### config.mk
export PLATFORM = sky130hd
export DESIGN_NAME = noc_leaf_interface_flat
export DESIGN_NICKNAME = d
export VERILOG_FILES = /design/src/rtl/noc_leaf_interface_if.sv /design/src/rtl/noc_leaf_interface.sv /design/src/flat_wrapper.sv
export SDC_FILE = /design/constraint.sdc
export NUM_CORES = 1
export LEC_CHECK = 0
export ABC_AREA = 1
export BUFFER_PORTS_ARGS = -buffer_cell sky130_fd_sc_hd__buf_4
export CORE_MARGIN = 2
export CORE_UTILIZATION = 60
export CTS_CLUSTER_DIAMETER = 120
export DETAILED_ROUTE_END_ITERATION = 12
export PLACE_DENSITY = 0.83
export SYNTH_ARGS = -nofsm -noshare
export SYNTH_HDL_FRONTEND = slang
export SYNTH_SLANG_ARGS = --single-unit
### constraint.sdc
create_clock -name clk -period 4.3 [get_ports clk]
set_clock_uncertainty 0.1 [all_clocks]
set_input_delay 0.86 -clock clk [delete_from_list [all_inputs] [get_ports clk]]
set_output_delay 0.86 -clock clk [all_outputs]
set_load 0.02 [all_outputs]
### src/rtl/noc_leaf_interface_if.sv
// Handshake bundle between a leaf network interface, its PE and its leaf router port.
// The slave view belongs to the leaf interface. The master view belongs to the PE/router side.
interface noc_leaf_interface_if #(
  parameter int unsigned WIDTH_pack = 20,
  parameter int unsigned WIDTH_add  = 5,
  parameter int unsigned WIDTH_type = 2,
  parameter int unsigned WIDTH_data = 8
);
  logic                  pe_tx_valid;
  logic                  pe_tx_ready;
  logic [WIDTH_add-1:0]  pe_tx_dest;
  logic [WIDTH_type-1:0] pe_tx_type;
  logic [WIDTH_data-1:0] pe_tx_data;

  logic                  net_out_valid;
  logic                  net_out_ready;
  logic [WIDTH_pack-1:0] net_out_pack;

  logic                  net_in_valid;
  logic                  net_in_ready;
  logic [WIDTH_pack-1:0] net_in_pack;

  logic                  pe_rx_valid;
  logic                  pe_rx_ready;
  logic [WIDTH_add-1:0]  pe_rx_src;
  logic [WIDTH_type-1:0] pe_rx_type;
  logic [WIDTH_data-1:0] pe_rx_data;

  logic                  misroute_err;
  logic [7:0]            drop_cnt;

  modport slave (
    input  pe_tx_valid, pe_tx_dest, pe_tx_type, pe_tx_data,
    output pe_tx_ready,
    output net_out_valid, net_out_pack,
    input  net_out_ready,
    input  net_in_valid, net_in_pack,
    output net_in_ready,
    output pe_rx_valid, pe_rx_src, pe_rx_type, pe_rx_data,
    input  pe_rx_ready,
    output misroute_err, drop_cnt
  );

  modport master (
    output pe_tx_valid, pe_tx_dest, pe_tx_type, pe_tx_data,
    input  pe_tx_ready,
    input  net_out_valid, net_out_pack,
    output net_out_ready,
    output net_in_valid, net_in_pack,
    input  net_in_ready,
    input  pe_rx_valid, pe_rx_src, pe_rx_type, pe_rx_data,
    output pe_rx_ready,
    input  misroute_err, drop_cnt
  );
endinterface

### src/rtl/noc_leaf_interface.sv
// Leaf NoC interface: packs PE requests into a TX FIFO, filters router packets into an RX FIFO,
// and loops self-addressed requests straight into the RX FIFO.
module noc_leaf_interface #(
  parameter int unsigned          WIDTH_pack = 20,
  parameter int unsigned          WIDTH_add  = 5,
  parameter int unsigned          WIDTH_type = 2,
  parameter int unsigned          WIDTH_data = 8,
  parameter logic [WIDTH_add-1:0] NODE_ADDR  = 5'd1,
  parameter int unsigned          TX_DEPTH   = 4,
  parameter int unsigned          RX_DEPTH   = 4
) (
  input  logic                 clk,
  input  logic                 reset,
  noc_leaf_interface_if.slave  bus
);
  localparam int unsigned TYPE_LSB = WIDTH_data;
  localparam int unsigned RCV_LSB  = WIDTH_data + WIDTH_type;
  localparam int unsigned SND_LSB  = RCV_LSB + WIDTH_add;
  localparam int unsigned TX_PW    = $clog2(TX_DEPTH) + 1;
  localparam int unsigned RX_PW    = $clog2(RX_DEPTH) + 1;
  localparam int unsigned CNT_W    = 8;

  logic [WIDTH_pack-1:0] tx_mem [TX_DEPTH];
  logic [WIDTH_pack-1:0] rx_mem [RX_DEPTH];
  logic [TX_PW-1:0]      tx_wr_q, tx_wr_d, tx_rd_q, tx_rd_d;
  logic [RX_PW-1:0]      rx_wr_q, rx_wr_d, rx_rd_q, rx_rd_d;
  logic                  misroute_err_q, misroute_err_d;
  logic [CNT_W-1:0]      drop_cnt_q, drop_cnt_d;

  logic                  tx_full, tx_empty, rx_full, rx_empty;
  logic                  is_loop, net_hit, net_in_fire;
  logic                  pe_tx_ready_c, net_in_ready_c;
  logic                  tx_push, tx_pop, rx_push, rx_pop, loop_push, misroute;
  logic [WIDTH_pack-1:0] tx_pkt, rx_push_pkt, tx_head, rx_head;

  // Wrap-bit pointers: full when only the extra MSB differs.
  assign tx_full  = (tx_wr_q ^ tx_rd_q) == TX_PW'(TX_DEPTH);
  assign tx_empty = tx_wr_q == tx_rd_q;
  assign rx_full  = (rx_wr_q ^ rx_rd_q) == RX_PW'(RX_DEPTH);
  assign rx_empty = rx_wr_q == rx_rd_q;

  assign tx_pkt      = {NODE_ADDR, bus.pe_tx_dest, bus.pe_tx_type, bus.pe_tx_data};
  assign is_loop     = bus.pe_tx_dest == NODE_ADDR;
  assign net_hit     = bus.net_in_pack[RCV_LSB +: WIDTH_add] == NODE_ADDR;

  // Network input wins the single RX write port over loopback.
  assign net_in_ready_c = !reset && !rx_full;
  assign net_in_fire    = bus.net_in_valid && net_in_ready_c;
  assign pe_tx_ready_c  = !reset && (is_loop ? (!rx_full && !net_in_fire) : !tx_full);

  assign tx_push     = bus.pe_tx_valid && pe_tx_ready_c && !is_loop;
  assign loop_push   = bus.pe_tx_valid && pe_tx_ready_c && is_loop;
  assign misroute    = net_in_fire && !net_hit;
  assign rx_push     = (net_in_fire && net_hit) || loop_push;
  assign rx_push_pkt = net_in_fire ? bus.net_in_pack : tx_pkt;
  assign tx_pop      = !tx_empty && bus.net_out_ready;
  assign rx_pop      = !rx_empty && bus.pe_rx_ready;

  always_comb begin
    tx_wr_d        = tx_wr_q + TX_PW'(tx_push);
    tx_rd_d        = tx_rd_q + TX_PW'(tx_pop);
    rx_wr_d        = rx_wr_q + RX_PW'(rx_push);
    rx_rd_d        = rx_rd_q + RX_PW'(rx_pop);
    misroute_err_d = misroute_err_q;
    drop_cnt_d     = drop_cnt_q;
    if (misroute) begin
      misroute_err_d = 1'b1;
      if (drop_cnt_q != {CNT_W{1'b1}}) drop_cnt_d = drop_cnt_q + CNT_W'(1);
    end
  end

  always_ff @(posedge clk or posedge reset) begin
    if (reset) begin
      tx_wr_q        <= '0;
      tx_rd_q        <= '0;
      rx_wr_q        <= '0;
      rx_rd_q        <= '0;
      misroute_err_q <= 1'b0;
      drop_cnt_q     <= '0;
    end else begin
      tx_wr_q        <= tx_wr_d;
      tx_rd_q        <= tx_rd_d;
      rx_wr_q        <= rx_wr_d;
      rx_rd_q        <= rx_rd_d;
      misroute_err_q <= misroute_err_d;
      drop_cnt_q     <= drop_cnt_d;
    end
  end

  // Storage needs no reset; emptiness masks stale entries.
  always_ff @(posedge clk) begin
    if (tx_push) tx_mem[tx_wr_q[TX_PW-2:0]] <= tx_pkt;
    if (rx_push) rx_mem[rx_wr_q[RX_PW-2:0]] <= rx_push_pkt;
  end

  assign tx_head = tx_empty ? '0 : tx_mem[tx_rd_q[TX_PW-2:0]];
  assign rx_head = rx_empty ? '0 : rx_mem[rx_rd_q[RX_PW-2:0]];

  assign bus.pe_tx_ready   = pe_tx_ready_c;
  assign bus.net_in_ready  = net_in_ready_c;
  assign bus.net_out_valid = !tx_empty;
  assign bus.net_out_pack  = tx_head;
  assign bus.pe_rx_valid   = !rx_empty;
  assign bus.pe_rx_src     = rx_head[SND_LSB +: WIDTH_add];
  assign bus.pe_rx_type    = rx_head[TYPE_LSB +: WIDTH_type];
  assign bus.pe_rx_data    = rx_head[WIDTH_data-1:0];
  assign bus.misroute_err  = misroute_err_q;
  assign bus.drop_cnt      = drop_cnt_q;
endmodule

### src/flat_wrapper.sv
// flat-port wrapper written by rule: the top's interface ports become plain ports
module noc_leaf_interface_flat 
#(
  parameter int unsigned          WIDTH_pack = 20,
  parameter int unsigned          WIDTH_add  = 5,
  parameter int unsigned          WIDTH_type = 2,
  parameter int unsigned          WIDTH_data = 8,
  parameter logic [WIDTH_add-1:0] NODE_ADDR  = 5'd1,
  parameter int unsigned          TX_DEPTH   = 4,
  parameter int unsigned          RX_DEPTH   = 4
)
  (clk, reset, bus_pe_tx_valid, bus_pe_tx_dest, bus_pe_tx_type, bus_pe_tx_data, bus_pe_tx_ready, bus_net_out_valid, bus_net_out_pack, bus_net_out_ready, bus_net_in_valid, bus_net_in_pack, bus_net_in_ready, bus_pe_rx_valid, bus_pe_rx_src, bus_pe_rx_type, bus_pe_rx_data, bus_pe_rx_ready, bus_misroute_err, bus_drop_cnt);
  noc_leaf_interface_if #(.WIDTH_pack(WIDTH_pack), .WIDTH_add(WIDTH_add), .WIDTH_type(WIDTH_type), .WIDTH_data(WIDTH_data)) bus_i ();
  input  logic clk;
  input  logic reset;
  input wire logic [$bits(bus_i.pe_tx_valid)-1:0] bus_pe_tx_valid;
  input wire logic [$bits(bus_i.pe_tx_dest)-1:0] bus_pe_tx_dest;
  input wire logic [$bits(bus_i.pe_tx_type)-1:0] bus_pe_tx_type;
  input wire logic [$bits(bus_i.pe_tx_data)-1:0] bus_pe_tx_data;
  output wire logic [$bits(bus_i.pe_tx_ready)-1:0] bus_pe_tx_ready;
  output wire logic [$bits(bus_i.net_out_valid)-1:0] bus_net_out_valid;
  output wire logic [$bits(bus_i.net_out_pack)-1:0] bus_net_out_pack;
  input wire logic [$bits(bus_i.net_out_ready)-1:0] bus_net_out_ready;
  input wire logic [$bits(bus_i.net_in_valid)-1:0] bus_net_in_valid;
  input wire logic [$bits(bus_i.net_in_pack)-1:0] bus_net_in_pack;
  output wire logic [$bits(bus_i.net_in_ready)-1:0] bus_net_in_ready;
  output wire logic [$bits(bus_i.pe_rx_valid)-1:0] bus_pe_rx_valid;
  output wire logic [$bits(bus_i.pe_rx_src)-1:0] bus_pe_rx_src;
  output wire logic [$bits(bus_i.pe_rx_type)-1:0] bus_pe_rx_type;
  output wire logic [$bits(bus_i.pe_rx_data)-1:0] bus_pe_rx_data;
  input wire logic [$bits(bus_i.pe_rx_ready)-1:0] bus_pe_rx_ready;
  output wire logic [$bits(bus_i.misroute_err)-1:0] bus_misroute_err;
  output wire logic [$bits(bus_i.drop_cnt)-1:0] bus_drop_cnt;
  assign bus_i.pe_tx_valid = bus_pe_tx_valid;
  assign bus_i.pe_tx_dest = bus_pe_tx_dest;
  assign bus_i.pe_tx_type = bus_pe_tx_type;
  assign bus_i.pe_tx_data = bus_pe_tx_data;
  assign bus_pe_tx_ready = bus_i.pe_tx_ready;
  assign bus_net_out_valid = bus_i.net_out_valid;
  assign bus_net_out_pack = bus_i.net_out_pack;
  assign bus_i.net_out_ready = bus_net_out_ready;
  assign bus_i.net_in_valid = bus_net_in_valid;
  assign bus_i.net_in_pack = bus_net_in_pack;
  assign bus_net_in_ready = bus_i.net_in_ready;
  assign bus_pe_rx_valid = bus_i.pe_rx_valid;
  assign bus_pe_rx_src = bus_i.pe_rx_src;
  assign bus_pe_rx_type = bus_i.pe_rx_type;
  assign bus_pe_rx_data = bus_i.pe_rx_data;
  assign bus_i.pe_rx_ready = bus_pe_rx_ready;
  assign bus_misroute_err = bus_i.misroute_err;
  assign bus_drop_cnt = bus_i.drop_cnt;
  noc_leaf_interface #(.WIDTH_pack(WIDTH_pack), .WIDTH_add(WIDTH_add), .WIDTH_type(WIDTH_type), .WIDTH_data(WIDTH_data), .NODE_ADDR(NODE_ADDR), .TX_DEPTH(TX_DEPTH), .RX_DEPTH(RX_DEPTH)) u_core (.clk(clk), .reset(reset), .bus(bus_i));
endmodule
==> flow_metrics.env <==
export IMPL_status="finished, final reports clean"
export IMPL_finalWorstSetupSlack_ns=0.707
export IMPL_report_final_setup_viol=0
export IMPL_grtUsageTotal=0.261
export IMPL_grt_max_degree=33
export IMPL_place_inst=755
export IMPL_fmaxAchievable_mhz=278
export IMPL_swShare=0.378
export IMPL_p_clk_frac=0.274
export IMPL_cts_buffers=17
export IMPL_start_kind="flip-flop"
export IMPL_wire_per_inst_um=17.4
export IMPL_synth_top_family_by_area="simple AND/OR/NAND/NOR gates"
export IMPL_antenna_cells=0
export IMPL_area_delta_synth_final_pct=23.3
export IMPL_clk_pin_slew_ns=0.06
export IMPL_worstMarginPinSlew_ns=1.03
export IMPL_synthSimpleGateAreaFrac=0.144
export IMPL_ctsResizeCount=0
export IMPL_ant_nets=0
export IMPL_power_share_combinational=0.397
export IMPL_num_io_pins=89
export IMPL_drt_pass1_iterations=6
export IMPL_critPathRequiredTime_ns=3.34
export IMPL_holdBufCountCts=0
export IMPL_synth_cell_types=31
export IMPL_layout_commonest_cell="edfxtp_1"
export IMPL_die_h_um=105
export IMPL_clockRootBuffer="clkbuf_8"
export IMPL_power_net_switching_mw=2.09
export IMPL_cts_tree="built"
export IMPL_slew_viol_final=0
export IMPL_grt_pass1_wl_mm=21.6
export IMPL_power_density_nw_per_um2=735
export IMPL_worstSkewPairLatency_ns=0.53
export IMPL_dr_first_iter_drc_count=332
export IMPL_fp_dieW_um=105
export IMPL_port_buffers=84
export IMPL_layout_common_cells="edfxtp_1, nand2_1, buf_4"
export IMPL_synth_seq_area_share=0.676
export IMPL_irDropWorstVdd_mv=0.406
export IMPL_nets=691
export IMPL_synth_compound_area_frac=0.0819
export IMPL_synth_xor_area_frac=0.0199
export IMPL_leakage_nw=3.25
export IMPL_syn_instance_count=549
export IMPL_synthAdderAreaFrac=0.0184
export IMPL_avgSynthCellArea_um2=11.1
export IMPL_cap_viol_max_count=0
export IMPL_setup_tns_ns=0
export IMPL_hpwl_mm=8.22
export IMPL_power_total_mw=5.54
export IMPL_place_congestion=0.751
export IMPL_drive_above_1_share=0.222
export IMPL_fin_crit_ns=3.59
export IMPL_hp_class="in2async"
export IMPL_place_ws_ns=1.30
export IMPL_path_class="reg2out"
export IMPL_p_int_mw=3.44
export IMPL_placementRows=36
export IMPL_rsz0062_at_grt="no"
export IMPL_yosys_warnings=0
export IMPL_arrival_ns=2.63
export IMPL_htree_levels=4
export IMPL_viasPerCell=5.60
export IMPL_totalWireLength_mm=13.7
export IMPL_cts_sinks=141
export IMPL_num_vias=4407
export IMPL_grt_pass1_vias=4250
export IMPL_ys_seq_elements=141
export IMPL_cp_max_fo=30
export IMPL_start_util=0.622
export IMPL_die_area_um2=11000
export IMPL_final_cells=787
export IMPL_synth_cell_area_um2=6110
export IMPL_final_hold_viol_count=0
export IMPL_grt_overflow=0
export IMPL_cts_path_max_buffers=2
export IMPL_drc=0
export IMPL_seq_power_share=0.329
export IMPL_post_cts_buffers=0
export IMPL_maxSlewHeadroom=0.310
export IMPL_antenna_found_initial=0
export IMPL_coreArea_um2=9820
export IMPL_muxShareOfSynthArea=0
export IMPL_cp_end_kind="primary output"
export IMPL_post_route_period_util=0.836
## sequential cells by signal, summed over array words and instances (netlist names)
signal and cells:
u_core.rx_mem 60, u_core.rx_rd_q 3, u_core.tx_mem 60, u_core.rx_wr_q 3
u_core.tx_wr_q 3, u_core.bus.misroute_err 1, u_core.bus.drop_cnt 8, u_core.tx_rd_q 3
## critical path: stages, from the launching register on
cell	delay, ns
dfrtp_1	0.54
inv_1	0.83
nor2_1	0.12
o32ai_1	0.32
nand2_1	0.08
inv_1	0.07
buf_4	0.13
## layout make-up
class,instances,area [µm²]
clock buffer,27,619
clock inverter,5,28.8
fill,612,2290
inverter,62,233
multi-input combinational,322,1630
sequential,141,4130
tap,133,166
timing repair buffer,97,728
## synth_stat cells
cell type	number	area [µm²]
xor2_1	6	52.6
o21ai_0	46	230
clkbuf_1	17	63.8
inv_2	3	11.3
buf_2	4	20.0
nand3_4	1	17.5
o21bai_1	1	7.51
xnor2_1	6	52.6
nand3_1	5	25.0
nor3_1	1	5.00
conb_1	1	3.75
edfxtp_1	120	3600
nand4_2	2	25.0
inv_1	59	221
nand2_1	106	398
a21oi_1	4	20.0
nor2_1	87	327
o21ai_2	2	17.5
and2_1	1	6.26
ha_1	9	113
nand4_1	3	18.8
buf_4	5	37.5
or2_2	2	12.5
o22ai_1	15	93.8
nand3_2	2	20.0
o32ai_1	15	131
buf_6	1	11.3
nor3_2	1	10.0
xnor2_2	1	16.3
dfrtp_1	21	526
nand2_2	2	12.5
## logic make-up after synthesis
kind of cell,after synthesis
compound gates,83
buf+inv,89
simple gates,213
other cells,1
fa+ha+maj,9
flops,141
xor+xnor,13
## worst paths after layout
| path | from | to | slack (ns) | cells after the start |
|---|---|---|---|---|
| max | u_core.tx_rd_q[0] | bus_net_out_pack[11] | 0.71 | 6 |
| min | reset | u_core.bus.drop_cnt[1] | 0.28 | 3 |
| max reg2reg | u_core.rx_rd_q[1] | u_core.rx_mem[1][4] | 1.24 | 9 |
| min reg2reg | u_core.bus.misroute_err | u_core.bus.misroute_err | 0.39 | 1 |
| max in group asynchronous | reset | u_core.rx_rd_q[1] | 3.58 | 3 |
| min in group clk | u_core.bus.misroute_err | u_core.bus.misroute_err | 0.39 | 1 |
## per-stage QoR
step / hold WS [ns] / utilization / instance area (µm²)
after floorplan: 0.360 / - / 6120
after global routing: 0.302 / 0.767 / 7530
final: 0.280 / 0.767 / 7530
after global placement: 0.372 / 0.701 / 6880
after detailed placement: 0.376 / 0.701 / 6880
after CTS: 0.275 / 0.767 / 7530
## power groups by stage
stage	sequential, mW	clock (mW)	combinational [mW]
floorplan	1.80	0	1.39
global route	1.84	1.59	2.40
finish	1.82	1.52	2.20
CTS	1.82	1.52	2.21
global placement	1.83	0	2.09
detailed placement	1.84	0	2.16
## routing by layer
metal  track usage  vias to the layer above  wire length, µm
met5             0                        -                0
met4        0.0886                        0              279
met2         0.435                      231             6920
met3        0.0761                       32             1090
met1         0.330                     2102             5420
li1              -                     2042                -
(Power assumes the default switching activity.)
